===== src/rtl/intc.sv =====
`default_nettype none
// ============================================================================
// Module   : intc
// Purpose  : Vectored interrupt controller: synchronizes IRQ lines, latches
//            pending requests, and runs the req/ack/eoi handshake to the CPU.
// Revision : 1.0 - initial release
// ============================================================================
module intc #(
    parameter int N_IRQ = 8
) (
    input  logic             clk,
    input  logic             rst,
    input  logic [N_IRQ-1:0] irq,
    input  logic             cfg_we,
    input  logic [1:0]       cfg_addr,
    input  logic [31:0]      cfg_wdata,
    output logic [31:0]      cfg_rdata,
    output logic             int_req,
    output logic [4:0]       int_vec,
    input  logic             int_ack,
    input  logic             eoi
);

    localparam logic [1:0] c_addr_mask      = 2'd0;
    localparam logic [1:0] c_addr_edge      = 2'd1;
    localparam logic [1:0] c_addr_pending   = 2'd2;
    localparam logic [1:0] c_addr_inservice = 2'd3;

    typedef enum logic [1:0] {
        ST_IDLE    = 2'd0,
        ST_REQ     = 2'd1,
        ST_SERVICE = 2'd2
    } state_t;

    state_t           state_q, state_d;
    logic [N_IRQ-1:0] sync1_q, sync1_d;
    logic [N_IRQ-1:0] sync2_q, sync2_d;
    logic [N_IRQ-1:0] sync3_q, sync3_d;
    logic [N_IRQ-1:0] mask_q, mask_d;
    logic [N_IRQ-1:0] edge_q, edge_d;
    logic [N_IRQ-1:0] pending_q, pending_d;
    logic [N_IRQ-1:0] inservice_q, inservice_d;
    logic             int_req_q, int_req_d;
    logic [4:0]       int_vec_q, int_vec_d;

    logic [N_IRQ-1:0] w_wdata;
    logic [N_IRQ-1:0] w_rise;
    logic [N_IRQ-1:0] w_w1c;
    logic [N_IRQ-1:0] w_ack_clr;
    logic [N_IRQ-1:0] w_active;
    logic [N_IRQ-1:0] w_vec_onehot;
    logic [4:0]       w_first;
    logic             w_ack_taken;
    logic             unused_wdata;

    assign w_wdata      = cfg_wdata[N_IRQ-1:0];
    assign unused_wdata = &{1'b0, cfg_wdata};
    assign w_rise       = sync2_q & ~sync3_q;
    assign w_active     = pending_q & mask_q;
    assign w_ack_taken  = (state_q == ST_REQ) && int_ack;
    assign w_w1c        = (cfg_we && (cfg_addr == c_addr_pending)) ? w_wdata : '0;
    assign w_ack_clr    = w_ack_taken ? w_vec_onehot : '0;

    // Lowest active index wins; scanning downward leaves the smallest one.
    always_comb begin
        w_first      = '0;
        w_vec_onehot = '0;
        for (int i = N_IRQ - 1; i >= 0; i--) begin
            if (w_active[i]) begin
                w_first = 5'(i);
            end
        end
        for (int i = 0; i < N_IRQ; i++) begin
            w_vec_onehot[i] = (int_vec_q == 5'(i));
        end
    end

    always_comb begin
        sync1_d = irq;
        sync2_d = sync1_q;
        sync3_d = sync2_q;
        mask_d  = (cfg_we && (cfg_addr == c_addr_mask)) ? w_wdata : mask_q;
        edge_d  = (cfg_we && (cfg_addr == c_addr_edge)) ? w_wdata : edge_q;
        // Edge sources: a new rising edge beats any clear in the same cycle.
        pending_d = (edge_q & ((pending_q & ~(w_w1c | w_ack_clr)) | w_rise))
                  | (~edge_q & sync2_q);
    end

    always_comb begin
        state_d     = state_q;
        int_req_d   = int_req_q;
        int_vec_d   = int_vec_q;
        inservice_d = inservice_q;
        case (state_q)
            ST_IDLE: begin
                if (|w_active) begin
                    state_d   = ST_REQ;
                    int_req_d = 1'b1;
                    int_vec_d = w_first;
                end
            end
            ST_REQ: begin
                if (int_ack) begin
                    state_d     = ST_SERVICE;
                    int_req_d   = 1'b0;
                    inservice_d = w_vec_onehot;
                end
            end
            ST_SERVICE: begin
                if (eoi) begin
                    state_d     = ST_IDLE;
                    inservice_d = '0;
                end
            end
            default: begin
                state_d     = ST_IDLE;
                int_req_d   = 1'b0;
                inservice_d = '0;
            end
        endcase
    end

    always_comb begin
        cfg_rdata = '0;
        case (cfg_addr)
            c_addr_mask:      cfg_rdata = 32'(mask_q);
            c_addr_edge:      cfg_rdata = 32'(edge_q);
            c_addr_pending:   cfg_rdata = 32'(pending_q);
            c_addr_inservice: cfg_rdata = 32'(inservice_q);
            default:          cfg_rdata = '0;
        endcase
    end

    always_ff @(posedge clk or negedge rst) begin
        if (!rst) begin
            state_q     <= ST_IDLE;
            sync1_q     <= '0;
            sync2_q     <= '0;
            sync3_q     <= '0;
            mask_q      <= '0;
            edge_q      <= '0;
            pending_q   <= '0;
            inservice_q <= '0;
            int_req_q   <= 1'b0;
            int_vec_q   <= '0;
        end else begin
            state_q     <= state_d;
            sync1_q     <= sync1_d;
            sync2_q     <= sync2_d;
            sync3_q     <= sync3_d;
            mask_q      <= mask_d;
            edge_q      <= edge_d;
            pending_q   <= pending_d;
            inservice_q <= inservice_d;
            int_req_q   <= int_req_d;
            int_vec_q   <= int_vec_d;
        end
    end

    assign int_req = int_req_q;
    assign int_vec = int_vec_q;

endmodule
`default_nettype wire


===== config.mk =====
export PLATFORM = sky130hd
export DESIGN_NAME = intc
export DESIGN_NICKNAME = d
export VERILOG_FILES = /design/src/rtl/intc.sv
export SDC_FILE = /design/constraint.sdc
export NUM_CORES = 1
export LEC_CHECK = 0
export CORE_AREA = 2 2 92 72
export CTS_CLUSTER_DIAMETER = 80
export DETAILED_ROUTE_END_ITERATION = 8
export DIE_AREA = 0 0 94 74
export PLACE_DENSITY = 0.78
export SYNTH_ARGS = -nofsm -noshare
export SYNTH_HDL_FRONTEND = slang
export SYNTH_SLANG_ARGS = --single-unit

===== constraint.sdc =====
create_clock -name clk -period 1.6 [get_ports clk]
set_input_delay 0.32 -clock clk [delete_from_list [all_inputs] [get_ports clk]]
set_output_delay 0.32 -clock clk [all_outputs]
set_load 0.005 [all_outputs]

==> run_results.csv, run 1 <==
group,metric,value,unit
run_status,status,"complete, but fails checks",
run_status,violations,"setup timing",
final_layout,utilization,58.8,%
clocking,cts_inserted_buffers,9,
grt,grt_usage,19.2,%
clocking,clock_sinks,62,
timing,fin_crit,1.68,ns
grt,grt_max_degree,63,
timing,fin_crit_sh,105,%
timing,layout_setup_ws,-0.0764,ns
yosys,synth_area,0.00272,mm^2
clocking,cts_tree,"built",
yosys,ys.flop_type,"dfrtp_1",
clocking,cts_buffer_depth,2,
yosys,ys_seq_elements,62,
detailed_routing,first_iter_violations,168,
final_layout,final_common_cell,"dfrtp_1",
min_path,min_path_type,"flip-flop to flip-flop",
die,fp.dieH,74,um
yosys,synth.distinct_cells,37,
worst_setup_path,worstPathArrival,1.36,ns
place,place_congestion,0.831,
worst_setup_path,r2r_setup_slack,0.06,ns
final_layout,area_delta_synth_final,32.1,%
clocking,htreeDepth,3,
worst_setup_path,crit_required,1.28,ns
yosys,yosysWarnings,0,
place,io_buffer_count,34,
timing,grt_setup_unrepaired,"yes",
yosys,synth.avg_cell_area,12.8,um^2
yosys,async_flop_share,100,%
timing,slew_viol_final,0,
final_layout,drive_gt1_share,35.3,%
detailed_routing,wl_per_cell,15.4,um
pwr,p_per_area,1390,mW/mm^2
clocking,clkTransAtPathRegs,0.06,ns
die,dieArea,0.00696,mm^2
pwr,peakVddDrop,0.497,mV
worst_setup_path,critPathKind,"flip-flop to primary output",
detailed_routing,drc_errors,0,
clocking,clk_latency,0.34,ns
final_layout,fillerInstances,514,
final_layout,antenna_cells,0,
timing,hold_violations,0,
grt,grt_pass1_wl,9.65,mm
grt,antenna_found_initial,0,
timing,skew,0.00671,ns
pwr,p_total,0.00497,W
clocking,clockRootBuffer,"clkbuf_8",
yosys,syn_inst,212,
detailed_routing,dr.pass1.iters,4,
place,detailed_place_hpwl,3.98,mm
timing,setup_viol,8,
die,coreArea,0.00610,mm^2
detailed_routing,drtAntennaViolNets,0,
die,ioPinCount,85,
worst_setup_path,cp-start-kind,"flip-flop",
worst_setup_path,path_max_fanout,2,
yosys,synth-seq-area-share,57.1,%
worst_setup_path,crit_path_end_kind,"primary output",
detailed_routing,viasPerCell,4.97,
die,start_util,44.5,%
pwr,p_leak,1.72,nW
final_layout,final_cell_mix,"dfrtp_1 (62), buf_4 (42), nand2_1 (34)",
detailed_routing,vias,1895,
grt,grt_pass1_vias,1905,
die,row_count,25,
flow_run,maxCapViolations,0,
detailed_routing,wl,5.86,mm
die,die_width,94,um
timing,holdWs,0.347,ns
grt,grt-ovfl-total,0,
final_layout,layout.nets,344,
place,pre_cts_ws,-0.766,ns
timing,fmax,597,MHz
yosys,synth_edf_count,0,
## critical path: stages (launching register included)
cell and delay [ns]:
dfrtp_1 0.38, mux4_2 0.49, buf_2 0.15
## kinds of logic (layout without fill, tap and decap cells)
group,after synthesis,in the layout,share of synthesized area (%)
flops,62,62,57.1
simple gates,56,56,10.6
compound gates,35,35,9.08
buf+inv,33,96,8.94
mux,25,25,14.1
other cells,1,26,0.138
## per-layer routing
layer,up-vias,routed length [um],GRT usage (%)
li1,870,-,-
met1,953,2540,25.7
met2,64,2780,29.8
met3,8,447,7.50
met4,0,91,5.64
met5,-,0,0
## area by class of cell
class,count,area (um^2),share of cell area [%]
clock buffer,14,193,5.37
multi-input combinational,142,1010,28.2
timing repair buffer,81,724,20.2
tap,81,101,2.83
sequential,62,1550,43.3
inverter,1,3.75,0.105
## Yosys cell counts (2+ instances only)
master     n  area [um^2]
mux2_2    16          180
mux4_2     6          135
nand3b_1   2         15.0
a21oi_1    9         45.0
nand3_1    5         25.0
dfrtp_1   62         1550
buf_4     27          203
and3b_1    2         17.5
a22oi_2    2         25.0
nor2_1     3         11.3
buf_6      2         22.5
a21o_1     5         37.5
a22o_1     4         35.0
mux4_1     2         52.6
nor3b_1    2         15.0
o21ai_0    5         25.0
a21o_2     2         17.5
a22oi_1    2         15.0
nand2_1   34          128
a32oi_1    2         17.5
buf_2      2         10.0
## report_power, final
part | switching [W] | leakage [nW] | internal (W) | total [W]
clock | 0.000554 | 0.101 | 0.000757 | 0.00131
combinational | 0.000676 | 0.880 | 0.000927 | 0.00160
sequential | 0.000191 | 0.742 | 0.00187 | 0.00206
## flip-flops by register name, summed over array words and instances (netlist names)
| register | cells |
|---|---|
| edge_q | 8 |
| int_req | 1 |
| sync2_q | 8 |
| sync1_q | 8 |
| int_vec | 3 |
| pending_q | 8 |
| sync3_q | 8 |
| state_q | 2 |
| mask_q | 8 |
| inservice_q | 8 |
## path summary, 6_finish.rpt
path                                                 start                     end  depth (start not counted)
worst max-delay path            inservice_q[0]$_DFFE_PN0P_            cfg_rdata[0]                          2
worst min-delay path                  sync1_q[1]$_DFF_PN0_    sync2_q[1]$_DFF_PN0_                          0
worst max register to register       mask_q[3]$_DFFE_PN0P_  int_vec[0]$_DFFE_PN0P_                          5
worst min register to register        sync1_q[1]$_DFF_PN0_    sync2_q[1]$_DFF_PN0_                          0
max in group asynchronous                              rst    sync1_q[6]$_DFF_PN0_                          3
min in group asynchronous                              rst    sync1_q[2]$_DFF_PN0_                          3
## through the flow
step           TNS [ns]  cell area [um^2]  cells
6_report         -0.417              3590    381
3_3_place_gp     -15.11              3330    356
3_5_place_dp     -16.42              3330    356
4_1_cts          -0.592              3550    377
2_1_floorplan         0              2810    237
5_1_grt          -0.837              3590    381
## timing repair
action	4_1_cts	5_1_grt
hold endpoints to repair	62	0
hold buffers	1	0
endpoints found under the setup margin	29	9
gates cloned	1	0
gates resized for setup	42	1
buffers inserted	5	5
pin swaps	0	2
Power figures use the tool's default switching activity.
==> run 2, diff against run 1 <==
==> config.mk (replaced) <==
export PLATFORM = sky130hd
export DESIGN_NAME = intc
export DESIGN_NICKNAME = d
export VERILOG_FILES = /design/src/rtl/intc.sv
export SDC_FILE = /design/constraint.sdc
export NUM_CORES = 1
export LEC_CHECK = 0
export ABC_AREA = 1
export CORE_AREA = 2 2 93 73
export CTS_CLUSTER_DIAMETER = 80
export DETAILED_ROUTE_END_ITERATION = 8
export DIE_AREA = 0 0 95 75
export PLACE_DENSITY = 0.77
export SYNTH_ARGS = -nofsm -noshare
export SYNTH_HDL_FRONTEND = slang
export SYNTH_SLANG_ARGS = --single-unit
==> run 2 against run 1 <==
Effect of this change:
- the flow now finishes without violations
- synthesized area is 1.6% higher
- first-iteration DRC count is 20% lower
- critical path depth is 1 lower
- design area is 4.3% lower
- clock power is 7% higher
==> run_results.csv, run 2 <==
group,metric,value,unit
flow_run,maxCapViolations,0,
die,dieArea,0.00713,mm^2
final_layout,antenna_cells,0,
yosys,synth_area,0.00276,mm^2
die,start_util,44.8,%
grt,grt_usage,19.1,%
yosys,yosysTopAreaCell,"dfrtp_1",
clocking,clkTransAtPathRegs,0.06,ns
timing,grt_setup_unrepaired,"no",
final_layout,final_cell_mix,"nand2_1 (96), dfrtp_1 (61), inv_1 (31)",
yosys,synth_top_area_share,56.2,%
worst_setup_path,critPathKind,"flip-flop to primary output",
run_status,status,"finished, final reports clean",
final_layout,final-seq-area,0.00155,mm^2
final_layout,drive_gt1_share,18.9,%
die,ioPinCount,85,
place,io_buffer_count,34,
detailed_routing,drc_errors,0,
worst_setup_path,path_delay_family,"buffers and inverters",
grt,grt_pass1_wl,9.88,mm
timing,skew,0.00657,ns
yosys,synth.avg_cell_area,9.17,um^2
yosys,synth_xor_area_share,0,%
grt,antenna_found_initial,0,
detailed_routing,wl_per_cell,13.2,um
final_layout,stdcell_area,0.00343,mm^2
pwr,p_per_area,1330,mW/mm^2
final_layout,area_delta_synth_final,24.4,%
detailed_routing,dr.pass1.iters,4,
die,coreArea,0.00616,mm^2
worst_setup_path,path_max_fanout,3,
pwr,p_leak,1.69,nW
die,row_count,25,
worst_setup_path,worstPathArrival,1.21,ns
yosys,synth_simple_gate_area_share,20.0,%
worst_setup_path,cp-start-kind,"flip-flop",
detailed_routing,viasPerCell,4.67,
detailed_routing,first_iter_violations,135,
grt,grt_pass1_vias,2042,
worst_setup_path,crit_path_end_kind,"primary output",
yosys,synthMuxAreaShare,0,%
final_layout,fillerInstances,562,
timing,fin_crit,1.53,ns
timing,slew_viol_final,0,
place,detailed_place_hpwl,4.18,mm
place,place_congestion,0.813,
clocking,cts_tree,"built",
yosys,synth.area.top_cells,"dfrtp_1 (56%), nand2_1 (13%), buf_4 (7.1%)",
worst_setup_path,cp_cell_sequence,"clkdlybuf4s50_1",
clocking,clock_sinks,62,
grt,grt_max_degree,63,
yosys,ys.flop_type,"dfrtp_1",
yosys,synth.most_common_cell,"nand2_1",
yosys,synth.distinct_cells,22,
clocking,cts_inserted_buffers,9,
worst_setup_path,crit_required,1.28,ns
final_layout,layout.nets,409,
yosys,ys_seq_elements,62,
yosys,synth_compound_gate_area_share,11.3,%
place,dpl_cell_area,0.00320,mm^2
timing,hold_violations,0,
min_path,min_path_type,"flip-flop to flip-flop",
detailed_routing,vias,2089,
final_layout,final_common_cell,"nand2_1",
clocking,clockRootBuffer,"clkbuf_8",
die,die_width,95,um
yosys,synth-seq-area-share,56.2,%
pwr,p_total,0.00456,W
yosys,async_flop_share,100,%
detailed_routing,wl,5.91,mm
final_layout,utilization,55.7,%
yosys,synth_edf_count,0,
timing,holdWs,0.348,ns
clocking,cts_buffer_depth,2,
grt,grt-ovfl-total,0,
detailed_routing,drtAntennaViolNets,0,
worst_setup_path,slowest_stage,"clkdlybuf4s50_1",
final_layout,multi_input_comb_area,0.00100,mm^2
timing,setup_viol,0,
clocking,htreeDepth,3,
die,fp.dieH,75,um
yosys,synth_top_cells_by_count,"nand2_1 (97), dfrtp_1 (62), inv_1 (31)",
pwr,peakVddDrop,0.655,mV
yosys,synth_top_family_by_area,"simple AND/OR/NAND/NOR gates",
clocking,clk_latency,0.34,ns
yosys,synth_fa_ha_area_share,0,%
timing,fin_crit_sh,95.9,%
yosys,yosysWarnings,0,
timing,fmax,652,MHz
yosys,syn_inst,301,
worst_setup_path,cp_slowest_stage_delay,0.51,ns
worst_setup_path,crit_buf_inv,1,
==> run 2: stage by stage <==
| stage | setup WS [ns] | cells | setup TNS [ns] |
|---|---|---|---|
| global route | 0.0150 | 447 | 0 |
| global placement | -0.651 | 428 | -7.53 |
| finish | 0.0655 | 447 | 0 |
| CTS | 0.00346 | 447 | 0 |
| floorplan | 0.483 | 326 | 0 |
| detailed placement | -0.664 | 428 | -8.09 |
==> run 2: final cells by class <==
class                           instances  share of cell area, %
Sequential cell                        62                   45.3
Inverter                               32                   3.50
Clock buffer                           12                   4.81
Multi-Input combinational cell        205                   29.2
Clock inverter                          3                   1.24
Tap cell                               81                   2.95
Timing Repair Buffer                   52                   13.0
==> run 2: kinds of logic (layout without fill, tap and decap cells) <==
logic type | after synthesis | after routing
buffers and inverters | 60 | 99
and+or+nand+nor | 131 | 132
AOI/OAI and AO/OA | 47 | 47
other | 1 | 26
DFF | 62 | 62
==> run 2: timing repair <==
action	in CTS	in global routing
pin swaps	1	1
cloned	1	0
hold buffers	1	0
hold endpoints to repair	61	0
resized for setup	43	5
buffers inserted	3	0
setup endpoints to repair	10	8
==> run 2: worst paths after layout <==
check                                  startpoint                      to  slack (ns)  depth (start not counted)
max                        int_vec[2]$_DFFE_PN0P_              int_vec[2]        0.07                          1
min                          sync1_q[5]$_DFF_PN0_    sync2_q[5]$_DFF_PN0_        0.35                          0
max reg2reg                state_q[1]$_DFFE_PN0P_  pending_q[4]$_DFF_PN0_        0.25                          6
min reg2reg                  sync1_q[5]$_DFF_PN0_    sync2_q[5]$_DFF_PN0_        0.35                          0
max in group asynchronous                     rst  int_vec[0]$_DFFE_PN0P_        0.81                          3
min in group asynchronous                     rst    sync2_q[2]$_DFF_PN0_        0.52                          3
==> run 2: layer usage <==
layer	share of wire, %	track usage (%)
met2	46	29.9
met3	7.9	7.41
met5	0	0
met1	45	24.8
met4	0.80	6.44
==> run 2: where the power goes <==
group          leakage, nW  switching [W]  total (W)  internal (W)
Clock                0.104       0.000566    0.00140      0.000835
Combinational        0.831       0.000675    0.00118      0.000502
Sequential           0.756       0.000165    0.00199       0.00182
==> run 3, diff against run 2 <==
==> config.mk (replaced) <==
export PLATFORM = sky130hd
export DESIGN_NAME = intc
export DESIGN_NICKNAME = d
export VERILOG_FILES = /design/src/rtl/intc.sv
export SDC_FILE = /design/constraint.sdc
export NUM_CORES = 1
export LEC_CHECK = 0
export CORE_AREA = 2 2 112 60
export CTS_CLUSTER_DIAMETER = 80
export DETAILED_ROUTE_END_ITERATION = 8
export DIE_AREA = 0 0 114 62
export PLACE_DENSITY = 0.78
export SYNTH_ARGS = -nofsm -noshare
export SYNTH_HDL_FRONTEND = slang
export SYNTH_SLANG_ARGS = --single-unit
==> run 3 against run 2 <==
Effect of this change:
- the flow now finishes with violations (hold timing, setup timing)
- setup slack worse by 0.14 ns
- via count is 9.3% lower
- register-to-register slack worse by 0.16 ns
- critical endpoint is now cfg_rdata[0]
- largest power group unchanged
==> run_results.csv, run 3 (synthesis gave the netlist of run 1 again) <==
group,metric,value,unit
timing,fin_crit,1.67,ns
detailed_routing,drtAntennaViolNets,0,
grt,grt_usage,19.3,%
place,io_buffer_count,34,
worst_setup_path,crit_buf_inv,1,
worst_setup_path,crit_required,1.28,ns
detailed_routing,first_iter_violations,98,
worst_setup_path,path_max_fanout,2,
die,row_count,21,
detailed_routing,drc_errors,0,
die,coreArea,0.00625,mm^2
die,ioPinCount,85,
die,fp.dieH,62,um
final_layout,final_cell_mix,"dfrtp_1 (62), buf_4 (42), nand2_1 (34)",
grt,grt_max_degree,63,
grt,grt-ovfl-total,0,
pwr,peakVddDrop,0.759,mV
final_layout,drive_gt1_share,35.3,%
worst_setup_path,cp-startpoint,"edge_q[0]$_DFFE_PN0P_",
worst_setup_path,slowest_stage,"mux4_2",
pwr,p_leak,1.75,nW
timing,slew_viol_final,0,
clocking,htreeDepth,3,
timing,fmax,598,MHz
die,dieArea,0.00707,mm^2
die,start_util,43.4,%
detailed_routing,wl,6.02,mm
timing,skew,0.00387,ns
place,dp_cells,357,
final_layout,area_delta_synth_final,34.1,%
min_path,min_path_type,"input pin to asynchronous set/reset pin",
clocking,cts_inserted_buffers,9,
detailed_routing,vias,1894,
clocking,cts.hold.buffers_added,0,
grt,antenna_found_initial,0,
worst_setup_path,path_delay_family,"multiplexers",
worst_setup_path,worstReg2RegStart,"state_q[1]$_DFFE_PN0P_",
place,dpl_cell_area,0.00333,mm^2
clocking,cts_buffer_depth,2,
worst_setup_path,crit_path_end_kind,"primary output",
final_layout,layout.nets,342,
timing,setup_viol,8,
clocking,clk_latency,0.33,ns
die,die_width,114,um
worst_setup_path,cp_cell_sequence,"mux4_2, buf_2",
final_layout,stdcell_area,0.00364,mm^2
worst_setup_path,worstPathArrival,1.35,ns
run_status,violations,"hold timing, setup timing",
final_layout,antenna_cells,0,
pwr,p_per_area,1520,mW/mm^2
clocking,clock_sinks,62,
timing,grt_setup_unrepaired,"yes",
place,detailed_place_hpwl,4.25,mm
clocking,cts_tree,"built",
run_status,status,"complete, but fails checks",
timing,holdWs,-0.0108,ns
worst_setup_path,cp-start-kind,"flip-flop",
worst_setup_path,critPathKind,"flip-flop to primary output",
detailed_routing,dr.pass1.iters,4,
flow_run,maxCapViolations,0,
detailed_routing,wl_per_cell,15.8,um
final_layout,fin_cells,380,
timing,hold_violations,4,
clocking,clkTransAtPathRegs,0.05,ns
final_layout,fillerInstances,562,
place,place_congestion,0.820,
worst_setup_path,cp_slowest_stage_delay,0.49,ns
clocking,clockRootBuffer,"clkbuf_16",
final_layout,final_common_cell,"dfrtp_1",
timing,layout_setup_ws,-0.0728,ns
timing,fin_crit_sh,105,%
grt,grt_pass1_wl,9.47,mm
grt,grt_pass1_vias,1832,
detailed_routing,viasPerCell,4.98,
run 3: cell count changes in the layout (fill, tap and decap cells not counted), sizes merged, moves of 4 or more:
cell,previous run,this run
buf,26,55
a21o,0,7
inv,32,1
nor2,22,3
mux4,0,8
a21oi,2,9
mux2,0,17
nand2,101,34
o2111ai,8,0
a22o,0,4
a22oi,0,4
o21ai,26,6
o22ai,9,1
nor3b,0,4
run 3: timing repair:
item	CTS	global route
buffers inserted	6	1
setup endpoints to repair	32	10
cloned	0	0
hold endpoints to repair	0	0
gates resized for setup	42	1
run 3: layout make-up:
| cell class | count | area (um^2) | share of cell area, % |
|---|---|---|---|
| tap | 80 | 100 | 2.75 |
| clock inverter | 4 | 45.0 | 1.24 |
| timing repair buffer | 79 | 673 | 18.5 |
| multi-input combinational | 142 | 1010 | 27.8 |
| inverter | 1 | 3.75 | 0.103 |
| clock buffer | 12 | 256 | 7.04 |
| sequential | 62 | 1550 | 42.6 |
run 3: final timing paths:
check	to	slack (ns)	depth (start not counted)
max	cfg_rdata[0]	-0.07	2
min	edge_q[6]$_DFFE_PN0P_	-0.01	2
max reg2reg	pending_q[5]$_DFF_PN0_	0.09	4
min reg2reg	sync2_q[5]$_DFF_PN0_	0.35	0
max in group asynchronous	mask_q[3]$_DFFE_PN0P_	1.33	2
min in group clk	sync2_q[5]$_DFF_PN0_	0.35	0
run 3: metal layers:
| metal | GRT usage (%) | up-vias | wire, um |
|---|---|---|---|
| met4 | 6.79 | 0 | 63 |
| met1 | 26.5 | 962 | 2950 |
| li1 | - | 871 | - |
| met5 | 0 | - | 0 |
| met3 | 8.34 | 5 | 451 |
| met2 | 27.7 | 56 | 2560 |
run 3: metrics by stage:
step           TNS (ns)  hold slack [ns]  worst slack (ns)  util (%)  power (W)
2_1_floorplan         0           0.0244             0.253         -    0.00287
3_3_place_gp     -17.87            0.331            -0.755      53.2    0.00355
3_5_place_dp     -19.14            0.336            -0.748      53.2    0.00361
4_1_cts          -0.463          0.00111           -0.0976      58.0    0.00558
5_1_grt          -0.628           0.0205            -0.101      58.2    0.00583
6_report         -0.287          -0.0108           -0.0728      58.2    0.00554
run 3: power by group:
group / switching, W / total [W] / internal (W)
registers: 0.000188 / 0.00206 / 0.00187
logic: 0.000671 / 0.00155 / 0.000883
clock network: 0.000643 / 0.00192 / 0.00128
